`src/rtl/priority_enc_n_seq_v.sv`:
```
// Registered N-bit priority serialiser: loads a request vector and emits the index of each set bit, one per handshake.
// Build option: define PRIO_ENC_LSB_FIRST_EN to emit the lowest index first instead of the highest.
module priority_enc_n_seq_v #(
    parameter int N     = 8,
    parameter int OUT_W = 3
) (
    input  logic             i_clk,
    input  logic             i_rst_n,
    input  logic [N-1:0]     i_code,
    input  logic             i_load,
    output logic             o_ready,
    output logic [OUT_W-1:0] o_code,
    output logic             o_valid,
    input  logic             i_ready,
    output logic             o_last,
    output logic             o_empty
);

    // state  | meaning
    // IDLE   | no pending bits, o_ready=1, accepts i_load
    // SCAN   | presenting pending bits one per transfer
    localparam logic [0:0] S_IDLE = 1'b0;
    localparam logic [0:0] S_SCAN = 1'b1;

    logic [0:0]       r_state;
    logic [N-1:0]     r_pending;
    logic [OUT_W-1:0] r_code;
    logic             r_valid;
    logic             r_last;
    logic             r_empty;
    logic             r_ready;
    logic [N-1:0]     w_remain;

    function automatic logic [OUT_W-1:0] f_pick(input logic [N-1:0] v);
        logic [OUT_W-1:0] idx;
        idx = '0;
`ifdef PRIO_ENC_LSB_FIRST_EN
        for (int i = N - 1; i >= 0; i--) begin
            if (v[i]) idx = OUT_W'(i);
        end
`else
        for (int i = 0; i < N; i++) begin
            if (v[i]) idx = OUT_W'(i);
        end
`endif
        return idx;
    endfunction

    function automatic logic f_single(input logic [N-1:0] v);
        return (v != '0) && ((v & (v - N'(1))) == '0);
    endfunction

    // Pending vector with the currently presented bit removed
    always_comb begin
        w_remain         = r_pending;
        w_remain[r_code] = 1'b0;
    end

    always_ff @(posedge i_clk) begin
        if (!i_rst_n) begin
            r_state   <= S_IDLE;
            r_pending <= '0;
            r_code    <= '0;
            r_valid   <= 1'b0;
            r_last    <= 1'b0;
            r_empty   <= 1'b0;
            r_ready   <= 1'b1;
        end else begin
            r_empty <= 1'b0;
            case (r_state)
                S_IDLE: begin
                    if (i_load) begin
                        if (i_code == '0) begin
                            r_empty <= 1'b1;
                        end else begin
                            r_pending <= i_code;
                            r_code    <= f_pick(i_code);
                            r_last    <= f_single(i_code);
                            r_valid   <= 1'b1;
                            r_ready   <= 1'b0;
                            r_state   <= S_SCAN;
                        end
                    end
                end
                S_SCAN: begin
                    if (r_valid && i_ready) begin
                        if (r_last) begin
                            r_pending <= '0;
                            r_valid   <= 1'b0;
                            r_last    <= 1'b0;
                            r_ready   <= 1'b1;
                            r_state   <= S_IDLE;
                        end else begin
                            r_pending <= w_remain;
                            r_code    <= f_pick(w_remain);
                            r_last    <= f_single(w_remain);
                        end
                    end
                end
                default: begin
                    r_state <= S_IDLE;
                    r_ready <= 1'b1;
                end
            endcase
        end
    end

    assign o_ready = r_ready;
    assign o_code  = r_code;
    assign o_valid = r_valid;
    assign o_last  = r_last;
    assign o_empty = r_empty;

endmodule

```
`config.mk`:
```
export PLATFORM = sky130hd
export DESIGN_NAME = priority_enc_n_seq_v
export DESIGN_NICKNAME = d
export VERILOG_FILES = /design/src/rtl/priority_enc_n_seq_v.sv
export SDC_FILE = /design/constraint.sdc
export NUM_CORES = 1
export LEC_CHECK = 0
export ABC_AREA = 0
export BUFFER_PORTS_ARGS = -buffer_cell sky130_fd_sc_hd__buf_2
export CAP_MARGIN = 10
export CORE_MARGIN = 2
export CORE_UTILIZATION = 50
export DETAILED_ROUTE_END_ITERATION = 8
export GPL_TIMING_DRIVEN = 1
export HOLD_SLACK_MARGIN = 0.08
export PLACE_DENSITY_LB_ADDON = 0.15
export SLEW_MARGIN = 0
export SYNTH_ARGS = -nofsm -noshare
export SYNTH_HDL_FRONTEND = slang
export SYNTH_SLANG_ARGS = --single-unit
```
`constraint.sdc`:
```
create_clock -name i_clk -period 3 [get_ports i_clk]
set_clock_uncertainty 0.05 [all_clocks]
set_input_delay 0.3 -clock i_clk [delete_from_list [all_inputs] [get_ports i_clk]]
set_output_delay 0.3 -clock i_clk [all_outputs]
set_load 0.05 [all_outputs]
```
==> results of run 1 <==
per-layer routing:
layer / track usage / wire [µm]
met4: 0.120 / 107
met2: 0.363 / 1470
met5: 0 / 0
met1: 0.356 / 1400
met3: 0.0508 / 289
worst min-delay path by stage:
stage / to / slack [ns]
after detailed placement: o_ready$_SDFFE_PN1P_ / 0.47
after global placement: o_ready$_SDFFE_PN1P_ / 0.45
after floorplan: o_ready$_SDFFE_PN1P_ / 0.33
final: o_ready$_SDFFE_PN1P_ / 0.20
after global routing: o_ready$_SDFFE_PN1P_ / 0.20
after CTS: o_ready$_SDFFE_PN1P_ / 0.20
power by group:
group | switching (mW) | internal [mW] | leakage (nW)
Clock | 0.0791 | 0.0741 | 0.0210
Sequential | 0.0434 | 0.233 | 0.132
Combinational | 0.144 | 0.0846 | 0.342
stage by stage:
step	utilization	setup slack [ns]
2_1_floorplan	-	0.941
3_3_place_gp	0.576	1.00
3_5_place_dp	0.576	1.03
4_1_cts	0.592	0.992
5_1_grt	0.592	0.758
6_report	0.592	0.940
cell families after synthesis:
kind of cell / synth area share
AOI/OAI and AO/OA: 0.367
and+or+nand+nor: 0.284
DFF: 0.268
adders and majority gates: 0.0168
buffers and inverters: 0.0556
muxes: 0.00839
cell usage in the layout (no fill, tap or decap), types with 2 or more instances in the layout:
master and instances:
a211oi_1 2, a21oi_1 12, a221oi_1 2, a22oi_1 4, a311oi_1 2, a41o_1 2
buf_2 18, clkbuf_4 3, dfxtp_1 16, inv_1 8, maj3_1 2, nand2_1 8
nand2b_1 5, nand3_1 2, nand4b_1 3, nor2_1 23, nor2b_1 3, nor3_1 9
nor4_4 2, o211ai_1 4, o21ai_0 10, o21ai_1 3, o22ai_1 4
worst reg2reg max path: stages (launching register included):
cell      delay [ns]
dfxtp_1         0.44
nand2b_1        0.23
a21oi_2         0.30
a31o_1          0.45
o21ai_0         0.22
a32oi_1         0.19
nor2_1          0.05
cell type report:
cell class | count | share of cell area
Multi-Input combinational cell | 126 | 0.610
Sequential cell | 16 | 0.242
Inverter | 9 | 0.0255
Tap cell | 28 | 0.0265
Timing Repair Buffer | 18 | 0.0681
Clock buffer | 4 | 0.0274
sequential cells by signal, indices dropped and copies added (netlist names):
register and count:
o_empty 1, o_last 1, r_pending 8, o_code 3
o_valid 1, o_ready 1, r_state 1
==> qor.csv, run 1 <==
stage,metric,value,unit
status,status,"finished, final reports clean",
logic_synthesis,Synthesized Nets,169,
detailed_routing,WL per Instance,16.2,µm
critical_path,Reg2Reg Depth,6,
critical_path,Critical Path RT,3.13,ns
detailed_routing,Post-DRT Antenna Nets,0,
critical_path,Reg2Reg Setup Slack,0.94,ns
clock_network,clock sinks,16,
timing,RSZ-0062 raised after global routing,false,
detailed_routing,drc violations,0,
die,Die ar.,2790,µm²
timing,max-slew violation count,0,
run,maxcap violations,0,
clock_network,Post-CTS Setup Bufs,0,
die,initial core utilization,0.534,
logic_synthesis,most frequent cell after synthesis,nor2_1,
clock_network,CTS Buf Count,3,
logic_synthesis,Mean Syn Cell Area,7.60,µm²
layout,area occupied by multi-input gates,807,µm²
clock_network,cts hold-fix bufs,0,
logic_synthesis,Post-Syn Area,1190,µm²
logic_synthesis,most frequent cells after synthesis,"nor2_1, dfxtp_1, a21oi_1, o21ai_0, nor3_1",
clock_network,clk_lat worst skew,0.30,ns
critical_path,"Cell Chain, Critical Path","nand2b_1, a21oi_2, a31o_1, o21ai_0, a32oi_1, nor2_1",
layout,FF/Latch Area,320,µm²
layout,share of cells above drive strength 1,0.179,
critical_path,Worst Setup End Kind,register,
die,Core Area,2230,µm²
timing,worst rel slew slack,0.678,
layout,final cell count without fillers,201,
clock_network,H-tree Lvls,1,
die,Rows,17,
logic_synthesis,most area-consuming cells after synthesis,"dfxtp_1, nor2_1, a21oi_1, o21ai_0, nor3_1",
logic_synthesis,ys async rst share,0,
logic_synthesis,"Seq/Total Area, Yosys",0.268,
timing,post-layout minimum cycle time,2.06,ns
layout,FILL cells,226,
global_route,grt total ovfl,0,
logic_synthesis,Yosys cell types,49,
critical_path,origin of the worst setup path,r_state$_SDFF_PN0_,
critical_path,max incr delay on CP,0.45,ns
detailed_routing,first drt pass iteration count,4,
pwr,leakage power,0.495,nW
critical_path,reg-to-reg critical path endpoint,r_pending[2]$_SDFFE_PN0P_,
global_route,pin count of the biggest net entering global routing,16,
placement,detailed placer's ending HPWL,2360,µm
critical_path,Top Family by Delay on Critical Path,compound AO/OA/AOI/OAI gates,
worst_hold_path,Worst Hold Depth,2,
logic_synthesis,synthesized instance count,157,
clock_network,PostCTS Resize Cnt,0,
layout,# diodes,0,
timing,Least-Margin Pin Slew,0.482,ns
clock_network,clock root cell,clkbuf_4,
die,io pins,19,
critical_path,worst endpoint data arrival time,2.19,ns
timing,setup tns final,0,ns
logic_synthesis,Post-synth EDFFs,0,
timing,Hold WS,0.197,ns
critical_path,CP Class,register to register,
die,die extent in y,52.9,µm
critical_path,CP startpoint kind,register,
global_route,initial antenna violation count,0,
worst_hold_path,HP Class,primary input to register,
die,die width,52.9,µm
clock_network,Worst-path clk slew,0.11,ns
detailed_routing,Vias/cell,6.56,
pwr,Pwr Density,498,nW/µm²
global_route,vias in the first global route,1039,
critical_path,reg2reg start,r_state$_SDFF_PN0_,
logic_synthesis,Synth Register Bits,16,
placement,placed cell count,197,
placement,port buffer count,18,
critical_path,crit path to,r_pending[2]$_SDFFE_PN0P_,
timing,Peak Freq,485,MHz
placement,placed cell areas,1290,µm²
detailed_routing,drt initial violations,74,
critical_path,CP max FO,13,
detailed_routing,vias,1319,
layout,nets,186,
placement,gpl congestion,0.942,
logic_synthesis,Synth area leader,dfxtp_1,
pwr,peak supply drop,0.000296,V
logic_synthesis,YS warnings,0,
critical_path,WP depth,6,
timing,Final Hold Fails,0,
layout,Final Cell Area,1320,µm²
worst_hold_path,Min-Delay Startpoint,i_rst_n,
critical_path,CP max-delay cell,a31o_1,
timing,final setup vio count,0,
pwr,total chip power,658,µW
clock_network,TritonCTS clock tree,done,
logic_synthesis,post-synth top area share,0.268,
logic_synthesis,Synth Flop Type,dfxtp_1,
timing,final worst path period share,0.687,
detailed_routing,WL final,3260,µm
global_route,first-pass GRT wire length,5070,µm
layout,Synth-to-Final Area Change,10.8,%
clock_network,deepest clock path buffer count,2,
global_route,overall routing resource usage,0.252,
critical_path,"Buf+Inv Stages, Crit Path",0,
Note: power is estimated with default switching activity, not from simulation.
==> run 2: changes to the inputs <==
- clock period: 3 -> 1.7 ns (I/O delays scaled with it)
==> run 2 against run 1 <==
Net effect: fmax grew 22%; power grew 94%; highest routed layer unchanged; design area grew 21%; cell count grew 14%; utilization grew 13 points; register-to-register slack lost 0.93 ns; setup slack lost 0.93 ns; global-route usage grew 5.6 points.
==> qor.csv, run 2 (synthesis results as in run 1) <==
stage,metric,value,unit,change
timing,final setup vio count,0,,unchanged
critical_path,worst endpoint data arrival time,1.87,ns,-0.32 ns
critical_path,CP Class,register to register,,
layout,nets,214,,+15%
layout,register with the most flip-flops,r_pending,,
pwr,leakage power,0.659,nW,+33%
clock_network,clk_lat worst skew,0.30,ns,about the same
clock_network,Worst-path clk slew,0.11,ns,about the same
clock_network,deepest clock path buffer count,2,,unchanged
layout,share of cells above drive strength 1,0.338,,+0.159
pwr,Net Sw Power,529,µW,+99%
placement,port buffer count,18,,unchanged
pwr,sequential power share,0.366,,-0.054
worst_hold_path,HP Class,primary input to register,,
layout,Final Cell Area,1600,µm²,+21%
layout,area occupied by multi-input gates,856,µm²,+6.0%
layout,"most common cell after layout, fill and taps aside",buf_4,,
layout,FILL cells,191,,-15%
detailed_routing,Post-DRT Antenna Nets,0,,unchanged
global_route,vias in the first global route,1317,,+27%
critical_path,Worst Setup End Kind,register,,
clock_network,H-tree Lvls,1,,unchanged
status,status,"finished, final reports clean",,
critical_path,CP startpoint kind,register,,
timing,max-slew violation count,0,,unchanged
global_route,initial antenna violation count,0,,unchanged
timing,post-layout minimum cycle time,1.69,ns,-0.368 ns
layout,post-layout util,0.718,,+0.125
die,Die ar.,2790,µm²,unchanged
critical_path,crit path to,o_last$_SDFFE_PN0P_,,
pwr,sw frac,0.415,,+0.0103
global_route,first-pass GRT wire length,6220,µm,+23%
placement,placed cell areas,1480,µm²,+15%
placement,gpl congestion,0.986,,+4.7%
detailed_routing,first drt pass iteration count,4,,unchanged
pwr,total chip power,1.27,mW,+94%
critical_path,CP max FO,6,,-7
layout,max FFs per register,8,,unchanged
critical_path,reg2reg start,o_code[1]$_SDFFE_PN0P_,,
critical_path,Reg2Reg Setup Slack,0.008,ns,-0.93 ns
timing,final worst path period share,0.995,,+0.309
timing,Final Hold Fails,0,,unchanged
clock_network,CTS Buf Count,3,,unchanged
critical_path,reg-to-reg critical path endpoint,o_last$_SDFFE_PN0P_,,
timing,Least-Margin Pin Slew,0.323,ns,-0.159 ns
placement,detailed placer's ending HPWL,2810,µm,+19%
detailed_routing,drc violations,0,,unchanged
critical_path,Reg2Reg Depth,7,,+1
clock_network,TritonCTS clock tree,done,,
detailed_routing,vias,1480,,+12%
pwr,clock share of power,0.179,,-0.054
clock_network,clock root cell,clkbuf_4,,
detailed_routing,WL per Instance,17.5,µm,+7.7%
die,die extent in y,52.9,µm,unchanged
detailed_routing,Vias/cell,6.46,,-1.5%
global_route,pin count of the biggest net entering global routing,15,,-1
detailed_routing,drt initial violations,75,,+1.4%
die,Rows,17,,unchanged
layout,# diodes,0,,unchanged
timing,Peak Freq,591,MHz,+22%
die,Core Area,2230,µm²,unchanged
die,die width,52.9,µm,unchanged
pwr,peak supply drop,0.000745,V,+150%
global_route,overall routing resource usage,0.308,,+0.0563
clock_network,clock sinks,16,,unchanged
pwr,Internal,745,µW,+90%
timing,RSZ-0062 raised after global routing,true,,
layout,FF/Latch Area,332,µm²,+3.5%
run,maxcap violations,0,,unchanged
layout,"commonest cells after routing, fill and taps aside","buf_4, nor2_1, buf_2, dfxtp_1, a21oi_1",,
critical_path,origin of the worst setup path,o_code[1]$_SDFFE_PN0P_,,
global_route,grt total ovfl,0,,unchanged
detailed_routing,WL final,4000,µm,+23%
pwr,Pwr Density,795,nW/µm²,+60%
timing,worst rel slew slack,0.784,,+0.106
die,io pins,19,,unchanged
die,initial core utilization,0.534,,unchanged
pwr,power share of the combinational group,0.456,,+0.109
critical_path,Critical Path RT,1.88,ns,-1.25 ns
layout,Synth-to-Final Area Change,34.3,%,
## run 2: cell count changes in the layout (fill, tap and decap cells not counted), moves of 2 or more
cell	previous run	this run
buf_4	0	25
dfxtp_4	0	3
buf_6	0	2
dfxtp_1	16	13
## run 2: worst min-delay path by stage
stage                 start                    to  slack, ns  cells after the start
floorplan           i_rst_n  o_ready$_SDFFE_PN1P_       0.20                      1
global placement    i_rst_n  o_ready$_SDFFE_PN1P_       0.37                      2
detailed placement  i_rst_n  o_ready$_SDFFE_PN1P_       0.40                      2
CTS                 i_rst_n  o_ready$_SDFFE_PN1P_       0.09                      2
global route        i_rst_n  o_ready$_SDFFE_PN1P_        0.1                      2
finish              i_rst_n  o_ready$_SDFFE_PN1P_       0.09                      2
## run 2: power by group through the flow
stage | registers (mW) | clock network [mW] | logic (mW)
after floorplan | 0.520 | 0 | 0.280
after global placement | 0.468 | 0 | 0.494
after detailed placement | 0.472 | 0 | 0.500
after CTS | 0.459 | 0.226 | 0.535
after global routing | 0.470 | 0.244 | 0.617
final | 0.466 | 0.228 | 0.581
## run 2: cell type report
cell class / count / share of cell area
multi-input combinational: 126 / 0.534
sequential: 16 / 0.207
timing repair buffer: 46 / 0.200
tap: 28 / 0.0219
inverter: 9 / 0.0211
clock buffer: 3 / 0.0141
clock inverter: 1 / 0.00234
## run 2: worst max-delay path, stage by stage, from the launching register on
cell and delay [ns]:
dfxtp_4 0.41, buf_6 0.12, nand2_4 0.05, o21a_4 0.21, o22ai_4 0.23, nand4b_1 0.13, a41o_1 0.26, a211oi_2 0.16
## run 2: through the flow
stage                     hold WS (ns)  setup slack [ns]  cells   TNS [ns]
after floorplan                  0.196           -0.0102    157    -0.0102
after global placement           0.366            0.0405    217          0
after detailed placement         0.395         -0.000984    217  -0.000984
after CTS                       0.0854           0.00864    227          0
after global routing            0.0980           -0.0638    229     -0.155
final                           0.0885           0.00790    229          0
## run 2: per-layer routing
metal | wire length, µm | track usage
met1 | 1700 | 0.400
met4 | 120 | 0.124
met2 | 1890 | 0.508
met5 | 0 | 0
met3 | 292 | 0.0480
## run 2: timing repair
action                                  in CTS  in global routing
hold buffers                                 0                  0
gates cloned                                 0                  0
buffers inserted                             6                  2
endpoints found under the setup margin       1                 10
resized for setup                            2                 11
pin swaps                                    3                  8
